--- src/rtl/data_mem_arbiter_pkg.sv ---
// Shared encodings, response payload and size helpers for the data-memory
// arbiter and its load extender.
package data_mem_arbiter_pkg;

    localparam int unsigned NUM_REQ = 2;
    localparam int unsigned DATA_W  = 32;
    localparam int unsigned BSEL_W  = DATA_W / 8;
    localparam int unsigned SIZE_W  = 2;
    localparam int unsigned CNT_W   = 8;

    typedef enum logic [SIZE_W-1:0] {
        SZ_BYTE = 2'd0,
        SZ_HALF = 2'd1,
        SZ_WORD = 2'd2,
        SZ_ILL  = 2'd3
    } size_e;

    typedef struct packed {
        logic [NUM_REQ-1:0] valid;
        logic [NUM_REQ-1:0] err;
        logic [DATA_W-1:0]  rdata;
    } rsp_t;

    // Byte lanes touched by an access of the given size (LSB-aligned).
    function automatic logic [BSEL_W-1:0] size_to_bsel(input logic [SIZE_W-1:0] size);
        logic [BSEL_W-1:0] bsel;
        case (size)
            SZ_BYTE: bsel = 4'b0001;
            SZ_HALF: bsel = 4'b0011;
            SZ_WORD: bsel = 4'b1111;
            default: bsel = 4'b0000;
        endcase
        return bsel;
    endfunction

    // Number of bytes covered; illegal size reports a full word so the
    // range check stays conservative.
    function automatic logic [2:0] size_to_bytes(input logic [SIZE_W-1:0] size);
        logic [2:0] nbytes;
        case (size)
            SZ_BYTE: nbytes = 3'd1;
            SZ_HALF: nbytes = 3'd2;
            default: nbytes = 3'd4;
        endcase
        return nbytes;
    endfunction

endpackage

--- src/rtl/data_mem_arbiter_load_ext.sv ---
// Combinational load lane select and zero/sign extension; shared with the
// instruction-side fetch path.
module data_mem_load_ext
    import data_mem_arbiter_pkg::*;
(
    input  logic [SIZE_W-1:0] size_i,
    input  logic              signed_i,
    input  logic [DATA_W-1:0] data_i,
    output logic [DATA_W-1:0] data_c_o
);

    always_comb begin
        data_c_o = data_i;
        case (size_i)
            SZ_BYTE: data_c_o = {{24{signed_i & data_i[7]}}, data_i[7:0]};
            SZ_HALF: data_c_o = {{16{signed_i & data_i[15]}}, data_i[15:0]};
            default: data_c_o = data_i;
        endcase
    end

endmodule

--- src/rtl/data_mem_arbiter.sv ---
// Two-requester round-robin arbiter with bounded lock in front of the
// byte-addressed data memory; responses return one cycle after acceptance.
module data_mem_arbiter
    import data_mem_arbiter_pkg::*;
#(
    parameter int unsigned ADDR_W   = 13,
    parameter int unsigned MAX_LOCK = 8
) (
    input  logic                  clk_i,
    input  logic                  rst_ni,
    input  logic [1:0]            m_req_i,
    input  logic [1:0]            m_we_i,
    input  logic [1:0]            m_lock_i,
    input  logic [1:0]            m_signed_i,
    input  logic [3:0]            m_size_i,
    input  logic [2*ADDR_W-1:0]   m_addr_i,
    input  logic [63:0]           m_wdata_i,
    output logic [1:0]            m_gnt_o,
    output logic [1:0]            m_rvalid_o,
    output logic [1:0]            m_err_o,
    output logic [31:0]           m_rdata_o,
    output logic                  mem_write_o,
    output logic [3:0]            mem_b_sel_o,
    output logic [ADDR_W-1:0]     mem_addr_o,
    output logic [31:0]           mem_data_o,
    input  logic [31:0]           mem_data_i
);

    localparam int unsigned EXT_W = ADDR_W + 1;

    logic             rr_ptr_q, rr_ptr_d;
    logic             own_vld_q, own_vld_d;
    logic             own_q, own_d;
    logic [CNT_W-1:0] lock_cnt_q, lock_cnt_d;
    logic [CNT_W-1:0] lock_next;
    rsp_t             rsp_q, rsp_d;

    logic              gnt_any;
    logic              gnt_idx;
    logic              sel_we;
    logic              sel_lock;
    logic              sel_signed;
    logic [SIZE_W-1:0] sel_size;
    logic [ADDR_W-1:0] sel_addr;
    logic [31:0]       sel_wdata;
    logic [EXT_W-1:0]  end_addr;
    logic              sel_err;
    logic [31:0]       ld_data;

    // Winner: live lock owner, else pointed requester, else the other one.
    always_comb begin
        gnt_any = 1'b1;
        gnt_idx = rr_ptr_q;
        if (own_vld_q && m_req_i[own_q]) begin
            gnt_idx = own_q;
        end else if (m_req_i[rr_ptr_q]) begin
            gnt_idx = rr_ptr_q;
        end else if (m_req_i[~rr_ptr_q]) begin
            gnt_idx = ~rr_ptr_q;
        end else begin
            gnt_any = 1'b0;
        end
    end

    assign m_gnt_o = {gnt_any & gnt_idx, gnt_any & ~gnt_idx};

    assign sel_we     = m_we_i[gnt_idx];
    assign sel_lock   = m_lock_i[gnt_idx];
    assign sel_signed = m_signed_i[gnt_idx];
    assign sel_size   = gnt_idx ? m_size_i[3:2] : m_size_i[1:0];
    assign sel_addr   = gnt_idx ? m_addr_i[2*ADDR_W-1:ADDR_W] : m_addr_i[ADDR_W-1:0];
    assign sel_wdata  = gnt_idx ? m_wdata_i[63:32] : m_wdata_i[31:0];

    // Last byte of the access computed one bit wider to catch running off the top.
    always_comb begin
        end_addr = {1'b0, sel_addr} + EXT_W'(size_to_bytes(sel_size)) - EXT_W'(1);
        sel_err  = (sel_size == SZ_ILL) || end_addr[ADDR_W];
    end

    always_comb begin
        mem_write_o = gnt_any & sel_we & ~sel_err;
        mem_b_sel_o = (gnt_any && !sel_err) ? size_to_bsel(sel_size) : 4'b0000;
        mem_addr_o  = gnt_any ? sel_addr : '0;
        mem_data_o  = gnt_any ? sel_wdata : '0;
    end

    data_mem_load_ext u_load_ext (
        .size_i   (sel_size),
        .signed_i (sel_signed),
        .data_i   (mem_data_i),
        .data_c_o (ld_data)
    );

    always_ff @(posedge clk_i or negedge rst_ni) begin
        if (!rst_ni) begin
            rr_ptr_q   <= 1'b0;
            own_vld_q  <= 1'b0;
            own_q      <= 1'b0;
            lock_cnt_q <= '0;
            rsp_q      <= '0;
        end else begin
            rr_ptr_q   <= rr_ptr_d;
            own_vld_q  <= own_vld_d;
            own_q      <= own_d;
            lock_cnt_q <= lock_cnt_d;
            rsp_q      <= rsp_d;
        end
    end

    // Response capture plus lock/round-robin bookkeeping for the accepted beat.
    always_comb begin
        rr_ptr_d   = rr_ptr_q;
        own_vld_d  = own_vld_q;
        own_d      = own_q;
        lock_cnt_d = lock_cnt_q;
        lock_next  = '0;
        rsp_d      = '0;

        if (gnt_any) begin
            rsp_d.valid[gnt_idx] = 1'b1;
            rsp_d.err[gnt_idx]   = sel_err;
            rsp_d.rdata          = (sel_err || sel_we) ? '0 : ld_data;

            if (sel_lock) begin
                lock_next = ((own_vld_q && (own_q == gnt_idx)) ? lock_cnt_q : '0) + CNT_W'(1);
                if (lock_next >= CNT_W'(MAX_LOCK)) begin
                    own_vld_d  = 1'b0;
                    lock_cnt_d = '0;
                    rr_ptr_d   = ~gnt_idx;
                end else begin
                    own_vld_d  = 1'b1;
                    own_d      = gnt_idx;
                    lock_cnt_d = lock_next;
                end
            end else begin
                own_vld_d  = 1'b0;
                lock_cnt_d = '0;
                rr_ptr_d   = ~gnt_idx;
            end
        end else begin
            // No request at all, so any owner has dropped its request.
            own_vld_d  = 1'b0;
            lock_cnt_d = '0;
        end
    end

    assign m_rvalid_o = rsp_q.valid;
    assign m_err_o    = rsp_q.err;
    assign m_rdata_o  = rsp_q.rdata;

endmodule

--- config.mk ---
export PLATFORM = sky130hd
export DESIGN_NAME = data_mem_arbiter
export DESIGN_NICKNAME = d
export VERILOG_FILES = /design/src/rtl/data_mem_arbiter_pkg.sv /design/src/rtl/data_mem_arbiter_load_ext.sv /design/src/rtl/data_mem_arbiter.sv
export SDC_FILE = /design/constraint.sdc
export NUM_CORES = 1
export LEC_CHECK = 0
export ABC_CLOCK_PERIOD_IN_PS = 10700
export BUFFER_PORTS_ARGS = -buffer_cell sky130_fd_sc_hd__buf_2
export CAP_MARGIN = 20
export CORE_AREA = 2 2 87 89
export CTS_CLUSTER_SIZE = 10
export DETAILED_ROUTE_END_ITERATION = 7
export DIE_AREA = 0 0 89 91
export PLACE_DENSITY = 0.94
export SYNTH_ARGS = -nofsm -noshare
export SYNTH_HDL_FRONTEND = slang
export SYNTH_SLANG_ARGS = --single-unit
--- constraint.sdc ---
create_clock -name clk_i -period 10.7 [get_ports clk_i]
set_input_delay 0.535 -clock clk_i [delete_from_list [all_inputs] [get_ports clk_i]]
set_output_delay 0.535 -clock clk_i [all_outputs]
set_load 0.02 [all_outputs]
==> results of run 1 <==
==> synth_stat cells (2+ instances only) <==
| library cell | number | share of area |
|---|---|---|
| a211o_1 | 3 | 0.0086 |
| a211oi_1 | 2 | 0.0049 |
| a21oi_1 | 69 | 0.11 |
| a21oi_2 | 2 | 0.0057 |
| and2_1 | 2 | 0.0041 |
| and3_1 | 2 | 0.0041 |
| and4_1 | 3 | 0.0086 |
| buf_1 | 5 | 0.0062 |
| buf_2 | 4 | 0.0066 |
| buf_4 | 3 | 0.0074 |
| clkbuf_1 | 9 | 0.011 |
| dfrtp_1 | 47 | 0.39 |
| ha_1 | 16 | 0.066 |
| inv_1 | 29 | 0.036 |
| mux2i_1 | 16 | 0.053 |
| nand2_1 | 98 | 0.12 |
| nand3_1 | 3 | 0.0049 |
| nand3b_1 | 2 | 0.0049 |
| nor2_1 | 26 | 0.032 |
| nor2b_1 | 2 | 0.0041 |
| nor3_1 | 4 | 0.0066 |
| nor4_1 | 3 | 0.0062 |
| nor4b_1 | 2 | 0.0057 |
| o2111ai_1 | 2 | 0.0057 |
| o21a_1 | 2 | 0.0049 |
| o21ai_0 | 4 | 0.0066 |
| o21ai_1 | 3 | 0.0049 |
==> through the flow <==
stage | utilization | power (mW) | setup slack, ps | instances
3_5_place_dp | 0.593 | 0.667 | 5680 | 694
6_report | 0.618 | 0.820 | 5650 | 705
3_3_place_gp | 0.593 | 0.649 | 5820 | 694
5_1_grt | 0.618 | 0.875 | 5370 | 705
4_1_cts | 0.611 | 0.817 | 5620 | 702
2_1_floorplan | - | 0.527 | 5180 | 392
==> layout make-up <==
class / instances / area (µm²)
repair buffers: 228 / 1180
flip-flops and latches: 47 / 1180
fillers: 631 / 2730
clock inverters: 2 / 60.1
clock buffers: 6 / 72.6
well taps: 99 / 124
multi-input cells: 293 / 1690
inverters: 30 / 113
==> layer usage <==
layer  track usage  share of wire  up-vias
li1              -              -     1737
met1         0.287           0.38     1640
met2         0.409           0.51      156
met3        0.0464          0.075       28
met4        0.0833          0.030        0
met5       0.00699              0        -
==> flip-flops by register name, indices dropped and copies added, names as in the netlist <==
name / flops
m_rdata_o: 32
lock_cnt_q: 8
m_err_o: 2
m_rvalid_o: 2
own_q: 1
own_vld_q: 1
rr_ptr_q: 1
==> worst max path at each step <==
| stage | depth (start not counted) | end | from |
|---|---|---|---|
| floorplan | 15 | mem_b_sel_o[3] | m_req_i[1] |
| global placement | 16 | mem_b_sel_o[2] | m_req_i[1] |
| detailed placement | 16 | mem_b_sel_o[2] | m_req_i[1] |
| CTS | 15 | mem_b_sel_o[2] | own_vld_q$_DFF_PN0_ |
| global route | 15 | mem_b_sel_o[3] | own_vld_q$_DFF_PN0_ |
| finish | 15 | mem_b_sel_o[2] | own_vld_q$_DFF_PN0_ |
==> logic make-up after synthesis <==
logic type | synth area share
AO/OA/AOI/OAI | 0.190
XOR/XNOR | 0.00574
adder cells (fa/ha/maj) | 0.0656
buffers and inverters | 0.0718
flip-flops | 0.386
multiplexers | 0.0648
other | 0.00123
AND/OR/NAND/NOR | 0.216
==> power breakdown <==
group	switching, mW	internal, mW	leakage [nW]
clock	0.0570	0.0934	0.0654
combinational	0.292	0.162	1.89
sequential	0.0136	0.202	0.628
total	0.362	0.457	2.59
==> metrics.md, run 1 <==
| Metric | Value |
|---|---|
| Status | complete, no violations |
| Setup_tns | 0 ps |
| Sequential share of the synthesized area | 0.386 |
| GRT Total Usage | 0.236 |
| Pre-antenna DRT Iters | 4 |
| DP HPWL | 7850 µm |
| Slew Viols, Final | 0 |
| Required time of the critical path | 10170 ps |
| Worst path max stage delay | 610 ps |
| Critical Path Fanout Max | 45 |
| Resized cells post-CTS | 0 |
| Area of the mapped netlist | 3050 µm² |
| CP Class | register to primary output |
| Diode count | 0 |
| Largest net degree at the start of global routing | 52 |
| Max frequency | 198 MHz |
| Worst vdd ir | 106 µV |
| Most frequent cells in the layout | 223 x buf_2, 98 x nand2_1, 69 x a21oi_1 |
| Number of placement rows | 31 |
| Core Region | 7140 µm² |
| Die area | 8100 µm² |
| CP Launch Type | register |
| Clk_lat worst skew | 290 ps |
| Relative max-transition margin | 0.554 |
| First-pass GRT wire length | 15300 µm |
| Die height | 91 µm |
| Synth Instances | 388 |
| Post-CTS Setup Repair Bufs | 0 |
| Port Buffer Count | 223 |
| IO Pins | 224 |
| Final Hold Fails | 0 |
| CTS tree | yes |
| Clk sinks | 47 |
| Critical R2R Launch | own_vld_q$_DFF_PN0_ |
| Unrepaired setup endpoints after global routing | no |
| P_leak | 2.59 nW |
| GPL Wtd Cong | 0.828 |
| Routed WL | 9960 µm |
| Die width | 89 µm |
| Initial antenna violation count | 0 |
| Cts hold-fix bufs | 0 |
| Hold_ws | 46.4 ps |
| Most common cell on crit path | ha_1 |
| Clock transition at path regs | 80 ps |
| Reg2reg path depth | 15 |
| Initial Utilization | 0.427 |
| Tmin final | 5050 ps |
| Netlist cell types | 52 |
| 1st-iter DRT viols | 214 |
| MaxCap Viol Count | 0 |
| Crit end category | primary output |
| Routed WL per cell | 14.1 µm |
| Worst slew pin tran | 653 ps |
| Synthesized flop and latch total | 47 |
| Congestion Overflow GR | 0 |
| Vias | 3561 |
| Vias per inst | 5.05 |
| EDFF count, synth | 0 |
| Crit-path slowest cell | a2111oi_0 |
| Share of cells above drive strength 1 | 0.403 |
| Worst Path Arrival | 4520 ps |
| Crit path max-delay family | compound AO/OA/AOI/OAI gates |
| Buf/Inv on CP | 4 |
| Synth Warn # | 0 |
| Worst clock skew | 7.00 ps |
| CTS Buf Count | 5 |
| Placed cell area | 4230 µm² |
| Htree depth | 2 |
| Avg Inst Size Synth | 7.86 µm² |
| Final setup violation count | 0 |
| Worst min path class | input pin to async pin |
| R2R Setup Slk | 6400 ps |
| DRC violations left | 0 |
| Clk root buf | clkbuf_8 |
| Finished Cell Area | 4410 µm² |
| Post-route ant nets | 0 |
| Cells along the critical path | mux2i_1 -> o21ai_4 -> buf_4 -> mux2_2 -> ha_1 -> inv_1 -> ha_1 -> inv_1 -> ha_1 -> and3_1 -> o311a_1 -> a211o_1 -> or2_1 -> a2111oi_0 -> buf_2 |
| Vias in the first global route | 3435 |
| R2R Path End | m_rdata_o[10]$_DFF_PN0_ |
| Final period utilization | 0.472 |
| CTS Buffer Depth | 2 |
| PwrDens | 186 nW/µm² |
| Post-synth ARST share | 1.00 |
| Commonest non-fill, non-tap cell in the layout | buf_2 |
| Area Growth Syn to Fin | 44.5% |
| Net count, final | 757 |
| Main synth FF type | dfrtp_1 |
No activity file was read; power rests on OpenSTA's default activity.
==> inputs of run 2 (changes only) <==
--- a/config.mk
+++ b/config.mk
@@ -5,14 +5,13 @@
 export SDC_FILE = /design/constraint.sdc
 export NUM_CORES = 1
 export LEC_CHECK = 0
-export ABC_CLOCK_PERIOD_IN_PS = 10700
+export ABC_CLOCK_PERIOD_IN_PS = 4300
 export BUFFER_PORTS_ARGS = -buffer_cell sky130_fd_sc_hd__buf_2
 export CAP_MARGIN = 20
-export CORE_AREA = 2 2 87 89
+export CORE_UTILIZATION = 37
 export CTS_CLUSTER_SIZE = 10
 export DETAILED_ROUTE_END_ITERATION = 7
-export DIE_AREA = 0 0 89 91
-export PLACE_DENSITY = 0.94
+export PLACE_DENSITY = 0.87
 export SYNTH_ARGS = -nofsm -noshare
 export SYNTH_HDL_FRONTEND = slang
 export SYNTH_SLANG_ARGS = --single-unit
==> constraint.sdc (replaced) <==
create_clock -name clk_i -period 4.3 [get_ports clk_i]
set_input_delay 0.215 -clock clk_i [delete_from_list [all_inputs] [get_ports clk_i]]
set_output_delay 0.215 -clock clk_i [all_outputs]
set_load 0.02 [all_outputs]
==> metrics.md, run 2 (same netlist as run 1, synthesis figures left out) <==
| Metric | Value |
|---|---|
| Status | complete, no violations |
| Net Sw Power | 0.957 mW |
| Final setup violation count | 0 |
| Worst Path Arrival | 3970 ps |
| Area Growth Syn to Fin | 52.3% |
| Worst clock skew | 6.23 ps |
| First-pass GRT wire length | 15600 µm |
| Commonest non-fill, non-tap cell in the layout | buf_2 |
| Finished Cell Area | 4650 µm² |
| Congestion Overflow GR | 0 |
| Worst min path class | input pin to register |
| Vias per inst | 4.98 |
| PwrDens | 453 nW/µm² |
| Vias | 3624 |
| IO Pins | 224 |
| DRC violations left | 0 |
| Clock transition at path regs | 80 ps |
| Required time of the critical path | 4090 ps |
| MaxCap Viol Count | 0 |
| Crit end category | primary output |
| Max frequency | 239 MHz |
| Htree depth | 2 |
| Power share of the combinational group | 0.623 |
| Die area | 8610 µm² |
| Post-route ant nets | 0 |
| Initial Utilization | 0.389 |
| CTS tree | yes |
| 1st-iter DRT viols | 248 |
| Sw Ratio | 0.454 |
| Largest net degree at the start of global routing | 52 |
| CP Launch Type | register |
| P_leak | 2.68 nW |
| Diode count | 0 |
| Routed WL | 10300 µm |
| Worst slew pin tran | 777 ps |
| Number of placement rows | 32 |
| GRT Total Usage | 0.228 |
| Share of cells above drive strength 1 | 0.438 |
| Die height | 92.8 µm |
| Hold Path Stages | 3 |
| Slew Viols, Final | 0 |
| Final design utilization | 0.592 |
| Net count, final | 776 |
| GPL Wtd Cong | 0.973 |
| Vias in the first global route | 3315 |
| CP Class | register to primary output |
| Most frequent cells in the layout | 222 x buf_2, 98 x nand2_1, 69 x a21oi_1 |
| Worst vdd ir | 228 µV |
| Final period utilization | 0.973 |
| Die width | 92.8 µm |
| Port Buffer Count | 223 |
| Hold_ws | 128 ps |
| Internal power | 1.15 mW |
| Reg2reg path depth | 14 |
| Final Hold Fails | 0 |
| Relative max-transition margin | 0.482 |
| Seq pwr share | 0.258 |
| Clk_lat worst skew | 290 ps |
| CTS Buf Count | 5 |
| Core Region | 7850 µm² |
| Initial antenna violation count | 0 |
| CTS Buffer Depth | 2 |
| Max FFs per register | 32 |
| Clk pwr share | 0.119 |
| Setup_tns | 0 ps |
| Clk sinks | 47 |
| Routed WL per cell | 14.2 µm |
| Placed cell area | 4350 µm² |
| Critical Path Fanout Max | 5 |
| DP HPWL | 8180 µm |
| Clk root buf | clkbuf_8 |
| Pre-antenna DRT Iters | 4 |
| Tmin final | 4190 ps |
-- run 2: routing by layer --
| metal | GRT usage | wire, µm | vias to the layer above |
|---|---|---|---|
| met3 | 0.0517 | 894 | 8 |
| li1 | - | - | 1777 |
| met4 | 0.0462 | 70 | 0 |
| met1 | 0.297 | 4150 | 1694 |
| met5 | 0 | 0 | - |
| met2 | 0.387 | 5210 | 145 |
-- run 2: timing repair --
action	4_1_cts	5_1_grt
pin swaps	1	2
setup buffers	3	8
setup endpoints to repair	3	5
hold buffers	0	1
gates cloned	0	1
resized for setup	7	9
hold endpoints to repair	0	5
-- run 2: power groups by stage --
| stage | Sequential, mW | Clock [mW] | Combinational (mW) |
|---|---|---|---|
| 6_report | 0.543 | 0.251 | 1.31 |
| 5_1_grt | 0.552 | 0.276 | 1.43 |
| 3_5_place_dp | 0.543 | 0 | 1.19 |
| 3_3_place_gp | 0.540 | 0 | 1.16 |
| 2_1_floorplan | 0.600 | 0 | 0.756 |
| 4_1_cts | 0.541 | 0.261 | 1.23 |
-- run 2: critical path, cell delays in order, from the launching register on --
cell and delay [ps]:
dfrtp_2 450, mux2i_4 220, o21ai_4 270, mux2_4 350, ha_1 200, inv_1 60
ha_1 130, inv_1 40, ha_1 160, and3_1 130, o311a_1 330, a211o_1 260
or3_1 390, and2_4 210, nor4b_4 280, buf_4 190
-- run 2: final cells by class --
class	count	area [µm²]
fillers	712	3200
multi-input cells	293	1780
repair buffers	247	1360
flip-flops and latches	47	1180
well taps	102	128
inverters	30	113
clock buffers	6	72.6
clock inverters	2	12.5
-- run 2: stage by stage --
| stage | power [mW] | worst slack (ps) | std cells |
|---|---|---|---|
| global placement | 1.70 | 313 | 704 |
| floorplan | 1.36 | 115 | 392 |
| detailed placement | 1.73 | 229 | 704 |
| CTS | 2.03 | 10.5 | 715 |
| finish | 2.11 | 114 | 727 |
| global route | 2.25 | -25.5 | 727 |
-- run 2: worst paths after layout --
path                                           end                     from  slack [ps]
max                                    mem_write_o      own_vld_q$_DFF_PN0_         110
min reg2reg                lock_cnt_q[0]$_DFF_PN0_  lock_cnt_q[0]$_DFF_PN0_         520
max in group asynchronous      own_vld_q$_DFF_PN0_                   rst_ni        3560
min in group asynchronous  m_rdata_o[25]$_DFF_PN0_                   rst_ni         290
min                         m_rdata_o[0]$_DFF_PN0_            mem_data_i[0]         130
max reg2reg                 m_rdata_o[8]$_DFF_PN0_      own_vld_q$_DFF_PN0_         490
